File: src/rtl/mem_arbiter.sv
// Round-robin arbiter sharing one memory port between an instruction-fetch and a data requester.
// Grant -> m_valid next cycle, ack one cycle after m_ready; m_ready timeout after MAX_WAIT cycles sets sticky err.
module mem_arbiter #(
    parameter int MAX_WAIT = 16
) (
    input  logic        clk,
    input  logic        reset,
    input  logic        i_req,
    input  logic [31:0] i_addr,
    output logic [31:0] i_rdata,
    output logic        i_ack,
    input  logic        d_req,
    input  logic        d_we,
    input  logic [31:0] d_addr,
    input  logic [31:0] d_wdata,
    output logic [31:0] d_rdata,
    output logic        d_ack,
    output logic        m_valid,
    output logic        m_we,
    output logic [31:0] m_addr,
    output logic [31:0] m_wdata,
    input  logic [31:0] m_rdata,
    input  logic        m_ready,
    output logic        err
);

    typedef enum logic [1:0] {IDLE, BUSY, ACK} state_t;

    localparam logic [7:0] MAX_WAIT_C = MAX_WAIT[7:0];

    state_t      state_q, state_d;
    logic        last_d_q, last_d_d;
    logic        gnt_d_q, gnt_d_d;
    logic        m_valid_q, m_valid_d;
    logic        m_we_q, m_we_d;
    logic [31:0] m_addr_q, m_addr_d;
    logic [31:0] m_wdata_q, m_wdata_d;
    logic        i_ack_q, i_ack_d;
    logic        d_ack_q, d_ack_d;
    logic [31:0] i_rdata_q, i_rdata_d;
    logic [31:0] d_rdata_q, d_rdata_d;
    logic        err_q, err_d;
    logic [7:0]  wait_q, wait_d;
    logic        pick_d;
    logic        finish;
    logic        timeout;
    logic [31:0] ack_data;

    always_ff @(posedge clk or negedge reset) begin
        if (!reset) begin
            state_q   <= IDLE;
            last_d_q  <= 1'b1;
            gnt_d_q   <= 1'b0;
            m_valid_q <= 1'b0;
            m_we_q    <= 1'b0;
            m_addr_q  <= '0;
            m_wdata_q <= '0;
            i_ack_q   <= 1'b0;
            d_ack_q   <= 1'b0;
            i_rdata_q <= '0;
            d_rdata_q <= '0;
            err_q     <= 1'b0;
            wait_q    <= '0;
        end else begin
            state_q   <= state_d;
            last_d_q  <= last_d_d;
            gnt_d_q   <= gnt_d_d;
            m_valid_q <= m_valid_d;
            m_we_q    <= m_we_d;
            m_addr_q  <= m_addr_d;
            m_wdata_q <= m_wdata_d;
            i_ack_q   <= i_ack_d;
            d_ack_q   <= d_ack_d;
            i_rdata_q <= i_rdata_d;
            d_rdata_q <= d_rdata_d;
            err_q     <= err_d;
            wait_q    <= wait_d;
        end
    end

    always_comb begin
        state_d   = state_q;
        last_d_d  = last_d_q;
        gnt_d_d   = gnt_d_q;
        m_valid_d = m_valid_q;
        m_we_d    = m_we_q;
        m_addr_d  = m_addr_q;
        m_wdata_d = m_wdata_q;
        i_ack_d   = 1'b0;
        d_ack_d   = 1'b0;
        i_rdata_d = '0;
        d_rdata_d = '0;
        err_d     = err_q;
        wait_d    = wait_q;
        // On a tie, D wins only if I was granted last.
        pick_d    = d_req && (!i_req || !last_d_q);
        // Timeout fires on the MAX_WAIT-th low-ready cycle, so m_valid is high exactly MAX_WAIT cycles.
        timeout   = !m_ready && ((wait_q + 8'd1) == MAX_WAIT_C);
        finish    = m_ready || timeout;
        ack_data  = (m_ready && !m_we_q) ? m_rdata : 32'd0;

        case (state_q)
            IDLE: begin
                if (i_req || d_req) begin
                    state_d   = BUSY;
                    gnt_d_d   = pick_d;
                    last_d_d  = pick_d;
                    m_valid_d = 1'b1;
                    m_we_d    = pick_d && d_we;
                    m_addr_d  = pick_d ? d_addr : i_addr;
                    m_wdata_d = pick_d ? d_wdata : 32'd0;
                    wait_d    = '0;
                end
            end
            BUSY: begin
                if (!m_ready) begin
                    wait_d = wait_q + 8'd1;
                end
                if (finish) begin
                    state_d   = ACK;
                    m_valid_d = 1'b0;
                    if (timeout) begin
                        err_d = 1'b1;
                    end
                    if (gnt_d_q) begin
                        d_ack_d   = 1'b1;
                        d_rdata_d = ack_data;
                    end else begin
                        i_ack_d   = 1'b1;
                        i_rdata_d = ack_data;
                    end
                end
            end
            ACK: begin
                state_d = IDLE;
            end
            default: begin
                state_d = IDLE;
            end
        endcase
    end

    assign i_rdata = i_rdata_q;
    assign i_ack   = i_ack_q;
    assign d_rdata = d_rdata_q;
    assign d_ack   = d_ack_q;
    assign m_valid = m_valid_q;
    assign m_we    = m_we_q;
    assign m_addr  = m_addr_q;
    assign m_wdata = m_wdata_q;
    assign err     = err_q;

endmodule

File: config.mk
export PLATFORM = sky130hd
export DESIGN_NAME = mem_arbiter
export DESIGN_NICKNAME = d
export VERILOG_FILES = /design/src/rtl/mem_arbiter.sv
export SDC_FILE = /design/constraint.sdc
export NUM_CORES = 1
export LEC_CHECK = 0
export CAP_MARGIN = 20
export CORE_MARGIN = 3
export CORE_UTILIZATION = 37
export DETAILED_ROUTE_END_ITERATION = 10
export PLACE_DENSITY_LB_ADDON = 0.25
export SLEW_MARGIN = 20
export SYNTH_ARGS = -nofsm -noshare
export SYNTH_HDL_FRONTEND = slang
export SYNTH_SLANG_ARGS = --single-unit
File: constraint.sdc
create_clock -name clk -period 1.4 [get_ports clk]
set_input_delay 0.28 -clock clk [delete_from_list [all_inputs] [get_ports clk]]
set_output_delay 0.28 -clock clk [all_outputs]
set_load 0.1 [all_outputs]
==> impl_metrics.csv <==
group,metric,value,unit
run_status,status,"finished, violations left",
run_status,violations,"negative setup slack",
final_layout,areaGrowthSynthToFinish,96.9,%
logic_synthesis,yosys_warnings,0,
placed_design,io_buffers,266,
route,wl,17600,um
run,cap_violations,0,
timing,finalCritPeriodShare,100,%
die,pin_count,267,
cts,clk_pin_slew,0.06,ns
logic_synthesis,synth_fp_nets,595,
cts,cts_tree,"done",
final_layout,instances_no_fill,953,
route,dr_total_vias,4734,
setup_path,rr_endpoint,"wait_q[3]",
final_layout,fin_area,10800,um^2
route,post_drt_wl_per_cell,18.5,um
grt,grt_max_degree,44,
grt,grt_pass1_vias,4986,
placed_design,placed_area,9980,um^2
route,routed_via_density,4.97,
timing,period_needed,1.41,ns
route,drt_iter0_markers,219,
timing,hold_slack,0.383,ns
logic_synthesis,synth-async-reset-ratio,100,%
logic_synthesis,synth_seq_cells,145,
logic_synthesis,syn_area,5480,um^2
final_layout,fin_nets,896,
cts,clock-root-buffer,"clkbuf_16",
timing,setup_ws,-0.00587,ns
placed_design,gp_congestion,0.836,
timing,hold_viol,0,
grt,grt_usage,21.5,%
die,num_rows,43,
final_layout,layout-drive-gt1-share,29.5,%
timing,clock_skew,0.00607,ns
setup_path,path_class,"flop to flop",
logic_synthesis,ys_types,34,
setup_path,arrival,1.70,ns
cts,cts_max_level,4,
timing,setup_viol,1,
setup_path,rrSetupSlack,-0.006,ns
setup_path,cp-end-kind,"flop",
logic_synthesis,netlist_instances,460,
cts,cts_sinks,145,
grt,grt_antenna_before_repair,0,
die,chipHeight,128,um
final_layout,diodes,0,
placed_design,hpwl,13000,um
cts,clock_path_buffers,2,
setup_path,crit_required,1.70,ns
die,die_w,128,um
setup_path,start_kind,"flop",
timing,rsz0062_at_grt,"true",
route,ant_nets,0,
setup_path,path_max_fanout,8,
die,core_area,14200,um^2
power_and_ir_drop,power.total,0.0299,W
power_and_ir_drop,peakVddDrop,2080,uV
timing,worst_slew_pin_slew,0.453,ns
placed_design,dp_cells,915,
hold_path,min_path_type,"input port to asynchronous set/reset pin",
power_and_ir_drop,power.leakage,4.94,nW
timing,slew_headroom,69.8,%
setup_path,timing.rr.start,"state_q[0]",
die,die_area,16300,um^2
grt,grt_pass1_wl,27000,um
logic_synthesis,synth.avg_cell_area,11.9,um^2
final_layout,fillers,856,
route,drcViolationCount,0,
cts,clk_latency,0.42,ns
cts,cts_buffers,17,
logic_synthesis,yosysSeqAreaShare,66.2,%
setup_path,reg2reg_depth,5,
timing,max_freq,0.711,GHz
power_and_ir_drop,p_per_area,2770,nW/um^2
die,start_util,38.6,%
logic_synthesis,synth_flop_cell,"dfrtp_1",
route,first_pass_iters,5,
timing,slew_violations,0,
logic_synthesis,synth_edf_count,0,
timing,setup_tns,-0.00587,ns
grt,grt_overflow,0,
-- what timing repair did --
item | CTS | global route
gates cloned | 0 | 4
buffers inserted | 2 | 0
hold buffers | 1 | 0
resized for setup | 2 | 39
setup endpoints to repair | 6 | 72
pin swaps | 3 | 7
endpoints found under the hold margin | 34 | 0
-- registers in the layout, indices dropped and copies added, names as in the netlist, 2 cells and up --
name and count:
i_rdata 32, m_addr 32, state_q 2, wait_q 8
m_wdata 32, d_rdata 32
-- layout by cell type (no fill, tap or decap), types with 4 or more instances in the layout --
master / netlist / routed
mux2i_1: 33 / 32
buf_4: 5 / 25
clkdlybuf4s50_1: 0 / 132
buf_12: 0 / 143
o21ai_0: 38 / 17
a22o_1: 34 / 34
nand2_1: 42 / 38
clkinv_2: 0 / 4
nand3_1: 5 / 5
clkbuf_16: 0 / 21
o21ai_1: 3 / 21
buf_6: 3 / 4
nand2b_1: 33 / 33
nand2_2: 0 / 4
dfrtp_1: 144 / 143
nor2_1: 68 / 66
bufinv_16: 0 / 4
-- metrics by stage --
| stage | utilization (%) | setup slack (ns) |
|---|---|---|
| after global routing | 76.0 | -0.0653 |
| final | 76.0 | -0.00587 |
| after detailed placement | 70.3 | -0.376 |
| after global placement | 70.3 | -0.331 |
| after CTS | 74.9 | -0.000524 |
| after floorplan | - | 0.00691 |
-- power breakdown --
group | switching [W] | leakage [nW] | internal, W | total (W)
Sequential | 0.00140 | 1.91 | 0.00548 | 0.00689
Combinational | 0.0114 | 2.72 | 0.00675 | 0.0182
Clock | 0.00169 | 0.309 | 0.00311 | 0.00480
Total | 0.0145 | 4.94 | 0.0153 | 0.0299
-- worst max-delay path, cell delays in order (launching register included) --
cell and delay [ns]:
dfrtp_1 0.36, buf_4 0.13, or3b_4 0.41, o31a_4 0.16
o21ai_1 0.15, o21ai_1 0.08
-- routing by layer --
metal	vias up	GRT usage, %	routed length (um)
met2	235	37.4	9310
met5	-	0	0
met1	2324	24.3	6480
met3	17	8.17	1560
li1	2158	-	-
met4	0	7.05	259
-- worst max path at each step --
stage	from	endpoint	slack, ns	depth (start not counted)
floorplan	last_d_q	m_wdata[23]	0.007	6
global placement	d_req	m_addr[5]	-0.33	5
detailed placement	d_req	m_addr[8]	-0.38	5
CTS	state_q[0]	wait_q[7]	-0.0005	4
global route	state_q[1]	m_wdata[7]	-0.07	6
finish	state_q[0]	wait_q[3]	-0.006	5
-- synthesized netlist by cell type (5+ instances only) --
cell      instances  area share [%]
nand2_1          42             2.9
nand2b_1         33             3.8
nor2_1           68             4.7
a22o_1           34             5.4
clkbuf_1         19             1.3
mux2i_1          33             6.0
dfrtp_1         144              66
o21ai_0          38             3.5
nand3_1           5            0.46
buf_4             5            0.68
-- layout make-up --
class	instances	area, um^2	share of cell area (%)
repair buffers	310	4540	42.1
flip-flops and latches	145	3630	33.6
multi-input cells	286	1770	16.4
clock buffers	21	470	4.36
well taps	180	225	2.09
clock inverters	10	156	1.45
inverters	1	3.75	0.0348
-- logic make-up (layout without fill, tap and decap cells) --
kind of cell / count (synthesis) / after routing / synth area share, %
XOR/XNOR: 3 / 3 / 0.479
AND/OR/NAND/NOR: 162 / 162 / 13.4
flip-flops: 145 / 145 / 66.2
buffers and inverters: 29 / 342 / 2.76
adder cells (fa/ha/maj): 1 / 1 / 0.228
multiplexers: 33 / 33 / 6.02
AO/OA/AOI/OAI: 87 / 87 / 10.9
Power figures use the tool's default switching activity.
